<file path="src/rtl/fetch_pkg.sv">
// fetch_pkg: shared widths, the PC step, word alignment and the queued-entry layout
// for the instruction fetch stage.
package fetch_pkg;

  localparam int                WORD_W  = 32;
  localparam logic [WORD_W-1:0] PC_STEP = 32'd4;

  // One buffered fetch result: the instruction word and the PC it was fetched from.
  typedef struct packed {
    logic [WORD_W-1:0] instr;
    logic [WORD_W-1:0] pc;
  } fetch_entry_t;

  // Clears the byte-offset bits so the PC addresses a whole instruction word.
  function automatic logic [WORD_W-1:0] align_word(input logic [WORD_W-1:0] pc);
    return pc & ~32'd3;
  endfunction

endpackage

</file>
<file path="src/rtl/sync_fifo.sv">
// sync_fifo: single-clock FIFO with a synchronous flush and an occupancy count.
// Writes to a full FIFO and reads from an empty FIFO are ignored; flush wins over
// any write or read in the same cycle.
module sync_fifo #(
  parameter  int WIDTH = 32,
  parameter  int DEPTH = 4,
  localparam int PTR_W = $clog2(DEPTH),
  localparam int CNT_W = $clog2(DEPTH) + 1
) (
  input  logic             clk_i,
  input  logic             rst_i,
  input  logic             flush_i,
  input  logic             wr_en_i,
  input  logic [WIDTH-1:0] wr_data_i,
  input  logic             rd_en_i,
  output logic [WIDTH-1:0] rd_data_o,
  output logic [CNT_W-1:0] count_o
);

  localparam logic [CNT_W-1:0] FULL_CNT = DEPTH[CNT_W-1:0];

  logic [WIDTH-1:0] mem_q [DEPTH];
  logic [PTR_W-1:0] wr_ptr_q, wr_ptr_d;
  logic [PTR_W-1:0] rd_ptr_q, rd_ptr_d;
  logic [CNT_W-1:0] count_q,  count_d;
  logic             do_wr, do_rd;

  assign do_wr     = wr_en_i & (count_q != FULL_CNT);
  assign do_rd     = rd_en_i & (count_q != '0);
  assign rd_data_o = mem_q[rd_ptr_q];
  assign count_o   = count_q;

  // Next pointer/count values; DEPTH is a power of two so pointers wrap naturally.
  always_comb begin
    // NOTE: every comb output gets a default first so no path can infer a latch.
    wr_ptr_d = wr_ptr_q;
    rd_ptr_d = rd_ptr_q;
    count_d  = count_q;
    if (flush_i) begin
      wr_ptr_d = '0;
      rd_ptr_d = '0;
      count_d  = '0;
    end else begin
      if (do_wr) wr_ptr_d = wr_ptr_q + 1'b1;
      if (do_rd) rd_ptr_d = rd_ptr_q + 1'b1;
      case ({do_wr, do_rd})
        2'b10:   count_d = count_q + 1'b1;
        2'b01:   count_d = count_q - 1'b1;
        default: count_d = count_q;
      endcase
    end
  end

  // Pointer and count registers.
  always_ff @(posedge clk_i or negedge rst_i) begin
    // NOTE: sequential state uses non-blocking assignments so all flops update together.
    if (!rst_i) begin
      wr_ptr_q <= '0;
      rd_ptr_q <= '0;
      count_q  <= '0;
    end else begin
      wr_ptr_q <= wr_ptr_d;
      rd_ptr_q <= rd_ptr_d;
      count_q  <= count_d;
    end
  end

  // Storage array write port.
  always_ff @(posedge clk_i) begin
    // NOTE: storage is deliberately not reset; count_q alone decides which entries are live.
    if (do_wr) mem_q[wr_ptr_q] <= wr_data_i;
  end

endmodule

</file>
<file path="src/rtl/instr_fetch_queue.sv">
// instr_fetch_queue: prefetching fetch stage. Owns the fetch PC, issues word requests
// to a variable-latency in-order instruction memory, buffers responses in order and
// hands them to the core over valid/ready. A redirect flushes buffered entries and
// drops every response still owed for requests issued before it.
module instr_fetch_queue
  import fetch_pkg::*;
#(
  parameter int                DEPTH    = 4,
  parameter logic [WORD_W-1:0] RESET_PC = 32'h0000_0000
) (
  input  logic              clk_i,
  input  logic              rst_i,
  output logic              imem_req_o,
  output logic [WORD_W-1:0] imem_addr_o,
  input  logic              imem_gnt_i,
  input  logic              imem_rvalid_i,
  input  logic [WORD_W-1:0] imem_rdata_i,
  input  logic              redirect_i,
  input  logic [WORD_W-1:0] redirect_pc_i,
  output logic              instr_valid_o,
  input  logic              instr_ready_i,
  output logic [WORD_W-1:0] instr_o,
  output logic [WORD_W-1:0] instr_pc_o,
  output logic [WORD_W-1:0] instr_pcp4_o
);

  localparam int                CNT_W   = $clog2(DEPTH) + 1;
  localparam logic [CNT_W:0]    DEPTH_W = DEPTH[CNT_W:0];
  localparam int                ENTRY_W = $bits(fetch_entry_t);

  logic [WORD_W-1:0] fetch_pc_q,  fetch_pc_d;
  logic [CNT_W-1:0]  in_flight_q, in_flight_d;
  logic [CNT_W-1:0]  discard_q,   discard_d;

  logic [CNT_W-1:0]  fifo_count, tag_count;
  logic [CNT_W:0]    occupancy;
  logic [WORD_W-1:0] tag_pc;
  fetch_entry_t      wr_entry, head;
  logic              req_hs, rsp_ok, rsp_keep, pop;

  // Credit: buffered entries plus outstanding requests (stale ones included) never exceed DEPTH.
  assign occupancy   = {1'b0, fifo_count} + {1'b0, in_flight_q};
  assign imem_req_o  = rst_i & (occupancy < DEPTH_W) & ~redirect_i;
  assign imem_addr_o = fetch_pc_q;
  assign req_hs      = imem_req_o & imem_gnt_i;

  // A response with nothing outstanding is a protocol error and is ignored.
  assign rsp_ok   = imem_rvalid_i & (in_flight_q != '0);
  assign rsp_keep = rsp_ok & (discard_q == '0) & (tag_count != '0);

  assign instr_valid_o = fifo_count != '0;
  assign pop           = instr_valid_o & instr_ready_i;
  assign wr_entry      = '{instr: imem_rdata_i, pc: tag_pc};

  // Head outputs read as zero while the queue is empty.
  assign instr_o      = instr_valid_o ? head.instr          : '0;
  assign instr_pc_o   = instr_valid_o ? head.pc             : '0;
  assign instr_pcp4_o = instr_valid_o ? (head.pc + PC_STEP) : '0;

  // PCs of issued requests, popped as their (non-discarded) responses return.
  sync_fifo #(.WIDTH(WORD_W), .DEPTH(DEPTH)) u_tag_fifo (
    .clk_i     (clk_i),
    .rst_i     (rst_i),
    .flush_i   (redirect_i),
    .wr_en_i   (req_hs),
    .wr_data_i (fetch_pc_q),
    .rd_en_i   (rsp_keep),
    .rd_data_o (tag_pc),
    .count_o   (tag_count)
  );

  // Returned instructions waiting for the core.
  sync_fifo #(.WIDTH(ENTRY_W), .DEPTH(DEPTH)) u_instr_fifo (
    .clk_i     (clk_i),
    .rst_i     (rst_i),
    .flush_i   (redirect_i),
    .wr_en_i   (rsp_keep),
    .wr_data_i (wr_entry),
    .rd_en_i   (pop),
    .rd_data_o (head),
    .count_o   (fifo_count)
  );

  // Next fetch PC, outstanding-request count and stale-response count.
  always_comb begin
    fetch_pc_d  = fetch_pc_q;
    in_flight_d = in_flight_q;
    discard_d   = discard_q;
    if (req_hs) in_flight_d = in_flight_d + 1'b1;
    if (rsp_ok) in_flight_d = in_flight_d - 1'b1;
    if (redirect_i) begin
      // Everything still outstanding after this cycle's response belongs to the old path.
      fetch_pc_d = align_word(redirect_pc_i);
      discard_d  = in_flight_d;
    end else begin
      if (req_hs) fetch_pc_d = fetch_pc_q + PC_STEP;
      if (rsp_ok && (discard_q != '0)) discard_d = discard_q - 1'b1;
    end
  end

  // Fetch-control state registers.
  always_ff @(posedge clk_i or negedge rst_i) begin
    if (!rst_i) begin
      fetch_pc_q  <= align_word(RESET_PC);
      in_flight_q <= '0;
      discard_q   <= '0;
    end else begin
      fetch_pc_q  <= fetch_pc_d;
      in_flight_q <= in_flight_d;
      discard_q   <= discard_d;
    end
  end

  // The memory must never return a response that was not requested.
  a_rvalid_has_request: assert property (
    @(posedge clk_i) disable iff (!rst_i) imem_rvalid_i |-> (in_flight_q != '0)
  );

endmodule

</file>
<file path="config.mk">
export PLATFORM = sky130hd
export DESIGN_NAME = instr_fetch_queue
export DESIGN_NICKNAME = d
export VERILOG_FILES = /design/src/rtl/fetch_pkg.sv /design/src/rtl/sync_fifo.sv /design/src/rtl/instr_fetch_queue.sv
export SDC_FILE = /design/constraint.sdc
export NUM_CORES = 1
export LEC_CHECK = 0
export ABC_AREA = 1
export BUFFER_PORTS_ARGS = -buffer_cell sky130_fd_sc_hd__buf_2
export CORE_ASPECT_RATIO = 1.1
export CORE_MARGIN = 5
export CORE_UTILIZATION = 45
export DETAILED_ROUTE_END_ITERATION = 10
export PLACE_DENSITY_LB_ADDON = 0.15
export SYNTH_ARGS = -nofsm -noshare
export SYNTH_HDL_FRONTEND = slang
export SYNTH_SLANG_ARGS = --single-unit
</file>
<file path="constraint.sdc">
create_clock -name clk_i -period 5.21 [get_ports clk_i]
set_clock_uncertainty 0.15 [all_clocks]
set_input_delay 1.563 -clock clk_i [delete_from_list [all_inputs] [get_ports clk_i]]
set_output_delay 1.563 -clock clk_i [all_outputs]
set_load 0.01 [all_outputs]
</file>
==> metrics, run 1 <==
Cells after Synth=1876; Syn Area/Cell=just over 10 um2; fmax=0.2056 GHz; Routed WL=47400 um; count of unique library cells instantiated by Yosys=42; layout cell share with drive strength beyond 1=0.1543; clock-pin slew of the registers on the worst-case setup and hold paths=60 ps; placed cell count=2578; count of buffers from port buffering=191; maximum clock path buffer count=3; share of the synthesized area in the top cell type=0.5849; number of search-and-repair iterations in the first detailed-routing pass=5; CP endpoint=instr_pcp4_o[27]; Clock Sinks=418; final cell count without fillers=2653; switching part of the total power=0.2788; post-route minimum period=4863 ps; total number of placement rows=a little under 80; pin count of the biggest net entering global routing=62; number of buffers added for setup after CTS=0; kind of start point of the critical path=flop; leakage power=8.809 nW; overall die width=205.4 um; total power=8.374 mW; peak supply drop=0.0002344 V; core area=41380 um2; number of gates resized after CTS=0; Crit Path Max Fanout=54; Crit Reg-Reg Endpoint=u_tag_fifo.count_o[2]$_DFFE_PN0P_; via count of the first global-routing pass=13235; part of the total power dissipated in the clock network=0.359; worst min-delay path category=reg -> reg; CTS HTree Levels=2; signal arrival time at the worst endpoint=around 3200 ps; Worst Hold Launch=discard_q[1]$_DFFE_PN0P_; 1st-iter DRT viols=868; number of enable flip-flop cells after synthesis=roughly 370; async set or reset register ratio after synthesis=0.1196; number of antenna-violating nets in the routed design=0; status=finished, final reports clean; post-synthesis cell area=18890 um2; R2R Path Start=in_flight_q[2]$_DFF_PN0_; most frequent cell after synthesis=nand2_1; Max transition margin=0.2959; number of hold-slack violations in the final timing report=0; final number of max-transition violations=0; Via density=roughly 5.2; fraction of the yosys area taken by sequential cells=0.6512; max-cap viol count=0; Die Y=224.9 um; clock root cell=clkbuf_16; Antenna Cells=0; Avg WL per Cell=roughly 18 um; total vias in the final route=13813; Slowest-stage cell, CP=dfrtp_4; Synth top cells by count=nand2_1 (468), edfxtp_1 (368), nor2_1 (348); clock latency of the later-clocked register in the worst-skew pair=around 550 ps; fraction of power consumed by combinational cells=0.164; Register-to-Register Setup Slack=1770 ps; setup repair after global routing missed its margin=no; first element of the critical path=u_instr_fifo.rd_ptr_q[0]$_DFFE_PN0P_; Top FF cell, synth=edfxtp_1; TritonCTS clock tree=built; Net count, final=2152; CP dominant cell by count=nand2_1; register bit count reported by yosys=418; post-placement setup slack=761.2 ps; setup-violating endpoint count in the final report=0; CP endpoint kind=output port; Final Worst Setup Slack=roughly 350 ps; Seq pwr share=0.476; total congestion overflow=0; first-pass GRT wire length=74310 um; Yosys warnings=0; worst setup path class=reg -> out; total power density per cell area=381.6 nW/um2; cell types with the largest area share after synthesis=edfxtp_1 (58%), nand2_1 (9.3%), nor2_1 (6.9%); count of boundary I/O pins=200; floorplan die area=roughly 46000 um2; design internal power=a little over 6 mW; Area growth, synth to finish=16.15%; number of hold buffers added after CTS=0; initial standard-cell utilization of the core=0.4565; weighted congestion at the end of routability-driven global placement=0.8914; initial antenna violation count=0; global-route usage over all layers=0.2040; area of all placed cells without fillers=~22000 um2; cell count of the worst reg-to-reg path=14; post-detailed-route DRC marker count=0; Data required, critical path=around 3500 ps; area leader, netlist=edfxtp_1; Detailed Place HPWL=~32000 um; standard cell area after detailed placement=20560 um2; cell chain of the critical path=clkinv_2 -> buf_6 -> nand2_1 -> nand3_1 -> nand2_1 -> nor2_1 -> nand3_1 -> nor2_2 -> nand3_1 -> nand2_1 -> nand2_1 -> nor2_1 -> buf_2; final clock period utilization by the worst path=0.9334; Crit path largest cell delay=between 500 and 600 ps; switching pwr=2.334 mW; worst slew pin tran=around 1100 ps; core occupancy in the finished layout=0.5303; clock buffers created by TritonCTS=43
[per-layer routing]
layer	up-vias	part of all wire	track usage	wire length (um)
met5	-	0	0	0
met4	0	0.030	0.06570	1428
met3	94	0.049	0.03066	2345
met2	363	0.48	0.3391	22660
met1	6610	0.44	0.2783	20970
li1	6746	-	-	-
[power by group through the flow]
stage	Combinational (mW)	Sequential, mW	Clock [mW]
after detailed placement	1.39	4.06	0
after floorplan	0.880	4.02	0
after global routing	1.56	4.01	3.22
final	1.38	3.99	3.01
after CTS	1.40	3.99	3.08
after global placement	1.37	4.05	0
[sequential cells by signal, indices dropped and copies added (netlist names)]
| register | flops |
|---|---|
| u_instr_fifo.mem_q | 248 |
| u_tag_fifo.mem_q | 120 |
| imem_addr_o | 30 |
| discard_q | 3 |
| in_flight_q | 3 |
| u_instr_fifo.count_o | 3 |
| u_tag_fifo.count_o | 3 |
| u_instr_fifo.rd_ptr_q | 2 |
| u_instr_fifo.wr_ptr_q | 2 |
| u_tag_fifo.rd_ptr_q | 2 |
| u_tag_fifo.wr_ptr_q | 2 |
[worst max-delay path: cells and delay by family (launching register included)]
kind | cells | cell delay, ps
and+or+nand+nor | 10 | 1440
DFF | 1 | 560
buffers and inverters | 3 | 610
[how the worst min path moves through the flow]
stage          cells past startpoint  slack (ps)                  endpoint
6_report                           2         370  discard_q[1]$_DFFE_PN0P_
5_1_grt                            2         420  discard_q[1]$_DFFE_PN0P_
4_1_cts                            2         380  discard_q[1]$_DFFE_PN0P_
3_5_place_dp                       2         370  discard_q[1]$_DFFE_PN0P_
3_3_place_gp                       2         340  discard_q[1]$_DFFE_PN0P_
2_1_floorplan                      2         330  discard_q[1]$_DFFE_PN0P_
[cells in the final DEF, fill, tap and decap left out, types with 5 or more instances in the layout]
cell / instances
nand2_1: 468
edfxtp_1: 368
nor2_1: 339
buf_2: 191
o21ai_0: 144
nand3_1: 111
inv_1: 83
a21oi_1: 52
dfrtp_1: 48
clkbuf_16: 43
o22ai_1: 30
buf_4: 25
xor2_1: 19
nand4_1: 18
ha_1: 17
nor2_2: 12
clkinv_2: 11
o211ai_1: 10
clkbuf_1: 9
buf_12: 9
nor3_1: 8
xnor2_1: 8
clkinv_1: 6
inv_2: 6
conb_1: 6
o21ai_1: 5
nor2_4: 5
o21bai_1: 5
o221ai_1: 5
bufinv_16: 5
[through the flow]
stage	hold WS, ps	setup TNS [ps]
2_1_floorplan	328.2	-48330
3_3_place_gp	344.9	0
3_5_place_dp	366.6	0
4_1_cts	384.6	0
5_1_grt	415.7	0
6_report	374.3	0
[area by class of cell]
type                            instances  area, um2
Fill cell                            3675      19440
Sequential cell                       418      12310
Multi-Input combinational cell       1281       5871
Timing Repair Buffer                  227       1346
Clock buffer                           52       1110
Tap cell                              560      700.7
Inverter                               92      346.6
Clock inverter                         23      262.8
[kinds of logic (layout without fill, tap and decap cells)]
logic type,after synthesis,count (layout),synth area share
other,1,6,0.0001985
AND/OR/NAND/NOR,974,974,0.2084
adder cells (fa/ha/maj),19,19,0.01338
buffers and inverters,182,394,0.04133
AO/OA/AOI/OAI,255,255,0.07305
XOR/XNOR,27,27,0.01252
flip-flops,418,418,0.6512
Power figures use the tool's default switching activity.
==> run 2, diff against run 1 <==
ABC_AREA = unset   (was 1)
==> run 2 against run 1 <==
Worst setup slack worse by 150 ps. First-iteration DRC count is 35% lower. Largest cell class unchanged. Sequential share of layout area increased by 3.9 points. Critical endpoint is now instr_pcp4_o[23]. Critical path type unchanged. Via count decreased by 32%. Cell area is 6.5% lower.
==> metrics, run 2 <==
status=finished, final reports clean; weighted congestion at the end of routability-driven global placement=0.7658 (-14%); initial standard-cell utilization of the core=0.4569 (about the same); placed cell count=1679 (-35%); aggregate negative setup slack=0 ps (unchanged); fill cell instance count of the final layout=3073 (-16%); standard cell area after detailed placement=19090 um2 (-7.1%); register bit count reported by yosys=418 (unchanged); cell types with the largest area share after synthesis=edfxtp_1 (63%), mux4_2 (12%), dfrtp_1 (7.2%); CP endpoint kind=output port; Data required, critical path=3500 ps (about the same); peak supply drop=0.0002271 V (-3.1%); number of enable flip-flop cells after synthesis=368 (unchanged); post-placement setup slack=515.3 ps (-246.0 ps); share of the synthesized area in the top cell type=0.6318 (+0.04682); Largest register FFs=248 (unchanged); Final Worst Setup Slack=191.9 ps (-154.8 ps); signal arrival time at the worst endpoint=3310 ps (+160 ps); TritonCTS clock tree=built; Clock Sinks=418 (unchanged); total number of placement rows=75 (-3.8%); global-route usage over all layers=0.1723 (-0.03175); final cell count without fillers=1761 (-34%); overall die width=198.0 um (-3.6%); Worst Hold Launch=discard_q[1]$_DFFE_PN0P_; final number of max-transition violations=0 (unchanged); count of unique library cells instantiated by Yosys=56 (+33%); count of buffers from port buffering=191 (unchanged); core occupancy in the finished layout=0.5360 (+0.005748); first element of the critical path=u_instr_fifo.rd_ptr_q[0]$_DFFE_PN0P_; Synth top cells by count=edfxtp_1 (368), mux4_2 (90), and2_1 (66); async set or reset register ratio after synthesis=0.1196 (unchanged); clock root cell=clkbuf_16; via count of the first global-routing pass=9755 (-26%); clock latency of the later-clocked register in the worst-skew pair=540 ps (about the same); Die Y=216.8 um (-3.6%); Cells after Synth=1008 (-46%); layout cell share with drive strength beyond 1=0.3132 (+0.1589); core area=38290 um2 (-7.5%); post-synthesis cell area=17490 um2 (-7.4%); clock buffers created by TritonCTS=44 (+2.3%); leakage power=7.268 nW (-17%); fmax=0.1993 GHz (-3.1%); number of hold buffers added after CTS=0 (unchanged); number of search-and-repair iterations in the first detailed-routing pass=5 (unchanged); Area growth, synth to finish=17.33%; number of hold-slack violations in the final timing report=0 (unchanged); clock-pin slew of the registers on the worst-case setup and hold paths=60 ps (about the same); post-detailed-route DRC marker count=0 (unchanged); total vias in the final route=9453 (-32%); most frequent cells in the layout=edfxtp_1 (368), buf_2 (191), mux4_2 (90); register containing the most flip-flops in the final layout=u_instr_fifo.mem_q; worst slew pin tran=971.3 ps (-83.70 ps); pin count of the biggest net entering global routing=61 (-1.6%); kind of start point of the critical path=flop; Routed WL=36840 um (-22%); 1st-iter DRT viols=568 (-35%); Syn Area/Cell=17.35 um2 (+72%); post-route minimum period=5018 ps (+154.8 ps); area leader, netlist=edfxtp_1; Crit Path Max Fanout=15 (-72%); count of boundary I/O pins=200 (unchanged); initial antenna violation count=0 (unchanged); worst min-delay path category=reg -> reg; floorplan die area=42920 um2 (-7.1%); final clock period utilization by the worst path=0.9632 (+0.02971); area of all placed cells without fillers=20520 um2 (-6.5%); R2R Path Start=u_instr_fifo.count_o[2]$_DFFE_PN0P_; total congestion overflow=0 (unchanged); Net count, final=1315 (-39%); most frequent cell after synthesis=edfxtp_1; Max transition margin=0.3501 (+0.05418); Detailed Place HPWL=23950 um (-24%); max-cap viol count=0 (unchanged); setup-violating endpoint count in the final report=0 (unchanged); Via density=5.368 (+3.1%); fraction of the yosys area taken by sequential cells=0.7033 (+0.05212); CTS HTree Levels=2 (unchanged); Avg WL per Cell=20.92 um (+17%); worst setup path class=reg -> out; Antenna Cells=0 (unchanged); Yosys warnings=0 (unchanged); total power density per cell area=439.7 nW/um2 (+15%); most common cell after layout, fill and taps aside=edfxtp_1; setup repair after global routing missed its margin=no; number of antenna-violating nets in the routed design=0 (unchanged); Top FF cell, synth=edfxtp_1; maximum clock path buffer count=3 (unchanged); first-pass GRT wire length=57410 um (-23%)
[run 2: cell count changes after synthesis, moves of 17 or more]
cell and delta:
nor2_1 -287, o22ai_1 -30, nand3_1 -87, clkbuf_1 -18, o21ai_0 -117, mux4_2 +90, and3_1 +17, nand2_1 -419
inv_1 -71, a21oi_1 -40, and2_1 +65
[run 2: path summary, 6_finish.rpt]
path / endpoint / slack [ps] / cells after the start
min reg2reg: discard_q[1]$_DFFE_PN0P_ / 430 / 2
min in group asynchronous: in_flight_q[1]$_DFF_PN0_ / 720 / 1
max reg2reg: discard_q[2]$_DFFE_PN0P_ / 2150 / 10
max: instr_pcp4_o[23] / 190 / 8
min: discard_q[1]$_DFFE_PN0P_ / 430 / 2
max in group asynchronous: u_tag_fifo.rd_ptr_q[1]$_DFFE_PN0P_ / 3240 / 2
[run 2: critical path, cell delays in order, from the launching register on]
cell,delay [ps]
dfrtp_4,630
buf_16,230
mux4_2,390
inv_1,120
nor4b_4,620
nand2_2,150
nor2_2,110
mux2_1,350
buf_2,160
[run 2: area by class of cell]
class,instances,area [um2],area share
inverter,14,52.55,0.002561
multi-input combinational,527,4883,0.2379
clock inverter,24,201.4,0.009815
tap,500,625.6,0.03048
sequential,418,12310,0.5998
timing repair buffer,221,1259,0.06133
clock buffer,57,1192,0.05810
[run 2: metrics by stage]
stage                     hold WS, ps  power (mW)
after global placement          407.3       6.113
after global routing            472.0       9.499
after floorplan                 374.6       5.329
final                           425.3       9.024
after CTS                       433.1       9.161
after detailed placement        417.1       6.132
[run 2: cell families (layout without fill, tap and decap cells)]
kind of cell | after synthesis | count (layout) | synth area share
AO/OA/AOI/OAI | 71 | 71 | 0.02675
XOR/XNOR | 47 | 47 | 0.02353
adder cells (fa/ha/maj) | 19 | 19 | 0.01445
buffers and inverters | 68 | 316 | 0.01924
flip-flops | 418 | 418 | 0.7033
multiplexers | 103 | 103 | 0.1245
other | 1 | 6 | 0.0002144
AND/OR/NAND/NOR | 281 | 281 | 0.08806
[run 2: routing by layer]
layer / vias up / wire length, um / track usage / part of all wire
met5: - / 0 / 0 / 0
met4: 0 / 579 / 0.04040 / 0.016
met3: 45 / 2185 / 0.03248 / 0.059
met2: 275 / 17270 / 0.2761 / 0.47
met1: 4751 / 16810 / 0.2485 / 0.46
li1: 4382 / - / - / -
[run 2: repair_timing]
item                       in CTS  in global routing
setup endpoints to repair       2                  6
buffers inserted                1                  0
pin swaps                       0                  1
gates resized for setup         0                  3
[run 2: where the power goes]
group          switching, mW  leakage (nW)  internal, mW  total [mW]
Combinational           1.16          2.65         0.888        2.05
Clock                   1.22         0.681          1.76        2.99
Sequential             0.173          3.94          3.81        3.99
==> run 3, diff against run 2 <==
CTS_CLUSTER_SIZE = 8   (was unset)
clock period = 4.3 ns   (was 5.21 ns; I/O delays follow)
==> run 3 against run 2 <==
The run now ends with setup timing left. Via count increased by 2.9%. Clock power grew 37%. Critical path depth is 1 higher. Global-route usage is 0.34 points higher. Hold slack gained 3.2 ps. Power rose by 29%. Die area unchanged. Critical path type unchanged.
==> metrics, run 3 (synthesized netlist as in run 2, its figures left out) <==
total congestion overflow=0 (unchanged); weighted congestion at the end of routability-driven global placement=0.7763 (+1.4%); number of hold buffers added after CTS=0 (unchanged); kind of start point of the critical path=flop; final clock period utilization by the worst path=1.016; Routed WL=37720 um (+2.4%); via count of the first global-routing pass=10121 (+3.8%); leakage power=7.574 nW (+4.2%); worst min-delay path category=reg -> reg; overall die width=198.0 um (unchanged); Avg WL per Cell=20.98 um (+0.28%); CTS HTree Levels=2 (unchanged); Max transition margin=0.3917 (+0.04165); maximum clock path buffer count=3 (unchanged); first-pass GRT wire length=58730 um (+2.3%); fmax=0.2289 GHz; floorplan die area=42920 um2 (unchanged); core occupancy in the finished layout=0.5533 (+0.01729); Net count, final=1358 (+3.3%); final cell count without fillers=1798 (+2.1%); total number of placement rows=75 (unchanged); Largest register FFs=248 (unchanged); Detailed Place HPWL=22980 um (-4.1%); TritonCTS clock tree=built; most common cell after layout, fill and taps aside=edfxtp_1; 1st-iter DRT viols=540 (-4.9%); placed cell count=1678 (-0.060%); CP endpoint kind=output port; max-cap viol count=0 (unchanged); global-route usage over all layers=0.1757 (+0.003409); post-detailed-route DRC marker count=0 (unchanged); initial standard-cell utilization of the core=0.4569 (unchanged); signal arrival time at the worst endpoint=2930 ps (-380 ps); count of boundary I/O pins=200 (unchanged); Area growth, synth to finish=21.12%; register containing the most flip-flops in the final layout=u_instr_fifo.mem_q; status=finished with violations; number of hold-slack violations in the final timing report=0 (unchanged); layout cell share with drive strength beyond 1=0.3338 (+0.02060); worst setup path class=reg -> out; Final Worst Setup Slack=-69.67 ps (-261.6 ps); post-route minimum period=approximately 4400 ps; clock latency of the later-clocked register in the worst-skew pair=590 ps (+50 ps); worst slew pin tran=909.0 ps (-62.24 ps); clock-pin slew of the registers on the worst-case setup and hold paths=50 ps (about the same); total vias in the final route=9727 (+2.9%); clock root cell=clkbuf_16; final number of max-transition violations=0 (unchanged); Data required, critical path=2860 ps (-640 ps); number of search-and-repair iterations in the first detailed-routing pass=5 (unchanged); setup repair after global routing missed its margin=yes; count of buffers from port buffering=191 (unchanged); most frequent cells in the layout=edfxtp_1 (368), buf_2 (188), mux4_2 (91); violations in the final reports=setup timing; setup-violating endpoint count in the final report=15 (+15); Die Y=216.8 um (unchanged); total power density per cell area=549.8 nW/um2 (+25%); pin count of the biggest net entering global routing=63 (+3.3%); clock buffers created by TritonCTS=58 (+32%); Crit Path Max Fanout=8 (-7); core area=38290 um2 (unchanged); Clock Sinks=418 (unchanged); initial antenna violation count=1 (+1); peak supply drop=0.0003509 V (+55%); Via density=5.410 (+0.78%); number of antenna-violating nets in the routed design=0 (unchanged)
==> run 3: what timing repair did <==
| item | CTS | global route |
|---|---|---|
| buffers inserted | 29 | 1 |
| endpoints found under the setup margin | 23 | 21 |
| pin swaps | 16 | 7 |
| resized for setup | 22 | 7 |
| gates cloned | 2 | 0 |
==> run 3: worst paths after layout <==
kind,cells past startpoint,startpoint,end,slack [ps]
max in group asynchronous,2,rst_i,u_instr_fifo.rd_ptr_q[0]$_DFFE_PN0P_,2710
min in group asynchronous,2,rst_i,discard_q[2]$_DFFE_PN0P_,740
worst min register to register,2,u_tag_fifo.count_o[2]$_DFFE_PN0P_,u_tag_fifo.count_o[2]$_DFFE_PN0P_,430
worst max register to register,7,u_instr_fifo.count_o[2]$_DFFE_PN0P_,imem_addr_o[5]$_DFFE_PN0N_,1370
worst max-delay path,9,u_instr_fifo.rd_ptr_q[0]$_DFFE_PN0P_,instr_pcp4_o[23],-70
worst min-delay path,2,u_tag_fifo.count_o[2]$_DFFE_PN0P_,u_tag_fifo.count_o[2]$_DFFE_PN0P_,430
==> run 3: area by class of cell <==
type	count	area, um2
Sequential cell	418	12310
Tap cell	500	625.6
Multi-Input combinational cell	528	4956
Clock inverter	4	86.33
Antenna cell	1	2.502
Clock buffer	84	1549
Timing Repair Buffer	249	1604
Fill cell	3072	17100
Inverter	14	52.55
==> run 3: routing by layer <==
metal | track usage | part of all wire
met5 | 0 | 0
met4 | 0.04431 | 0.018
met3 | 0.03016 | 0.059
met2 | 0.2857 | 0.48
met1 | 0.2498 | 0.44
==> run 3: report_power, final <==
part           total (mW)  internal, mW  switching, mW
Sequential           4.83          4.63          0.203
Clock                4.10          2.51           1.59
Combinational        2.71          1.24           1.48
==> run 3: critical path, stage by stage, from the launching register on <==
cell and delay, ps:
dfrtp_4 580, buf_12 170, buf_16 120, buf_4 140, mux4_2 500, and4_4 270, nand2_4 90, nor2_4 30
mux2_4 300, buf_6 130
==> run 3: metrics by stage <==
stage / hold slack [ps] / power, mW / area [um2] / setup TNS, ps / setup slack, ps
3_5_place_dp: 419.7 / 7.456 / 19150 / 0 / 171.2
4_1_cts: 435.1 / 11.81 / 21150 / -1466 / -123.4
3_3_place_gp: 407.7 / 7.439 / 19150 / 0 / 186.8
5_1_grt: 478.2 / 12.27 / 21180 / -3506 / -222.3
2_1_floorplan: 374.6 / 6.456 / 17510 / 0 / 475.9
6_report: 428.5 / 11.65 / 21190 / -544.4 / -69.67
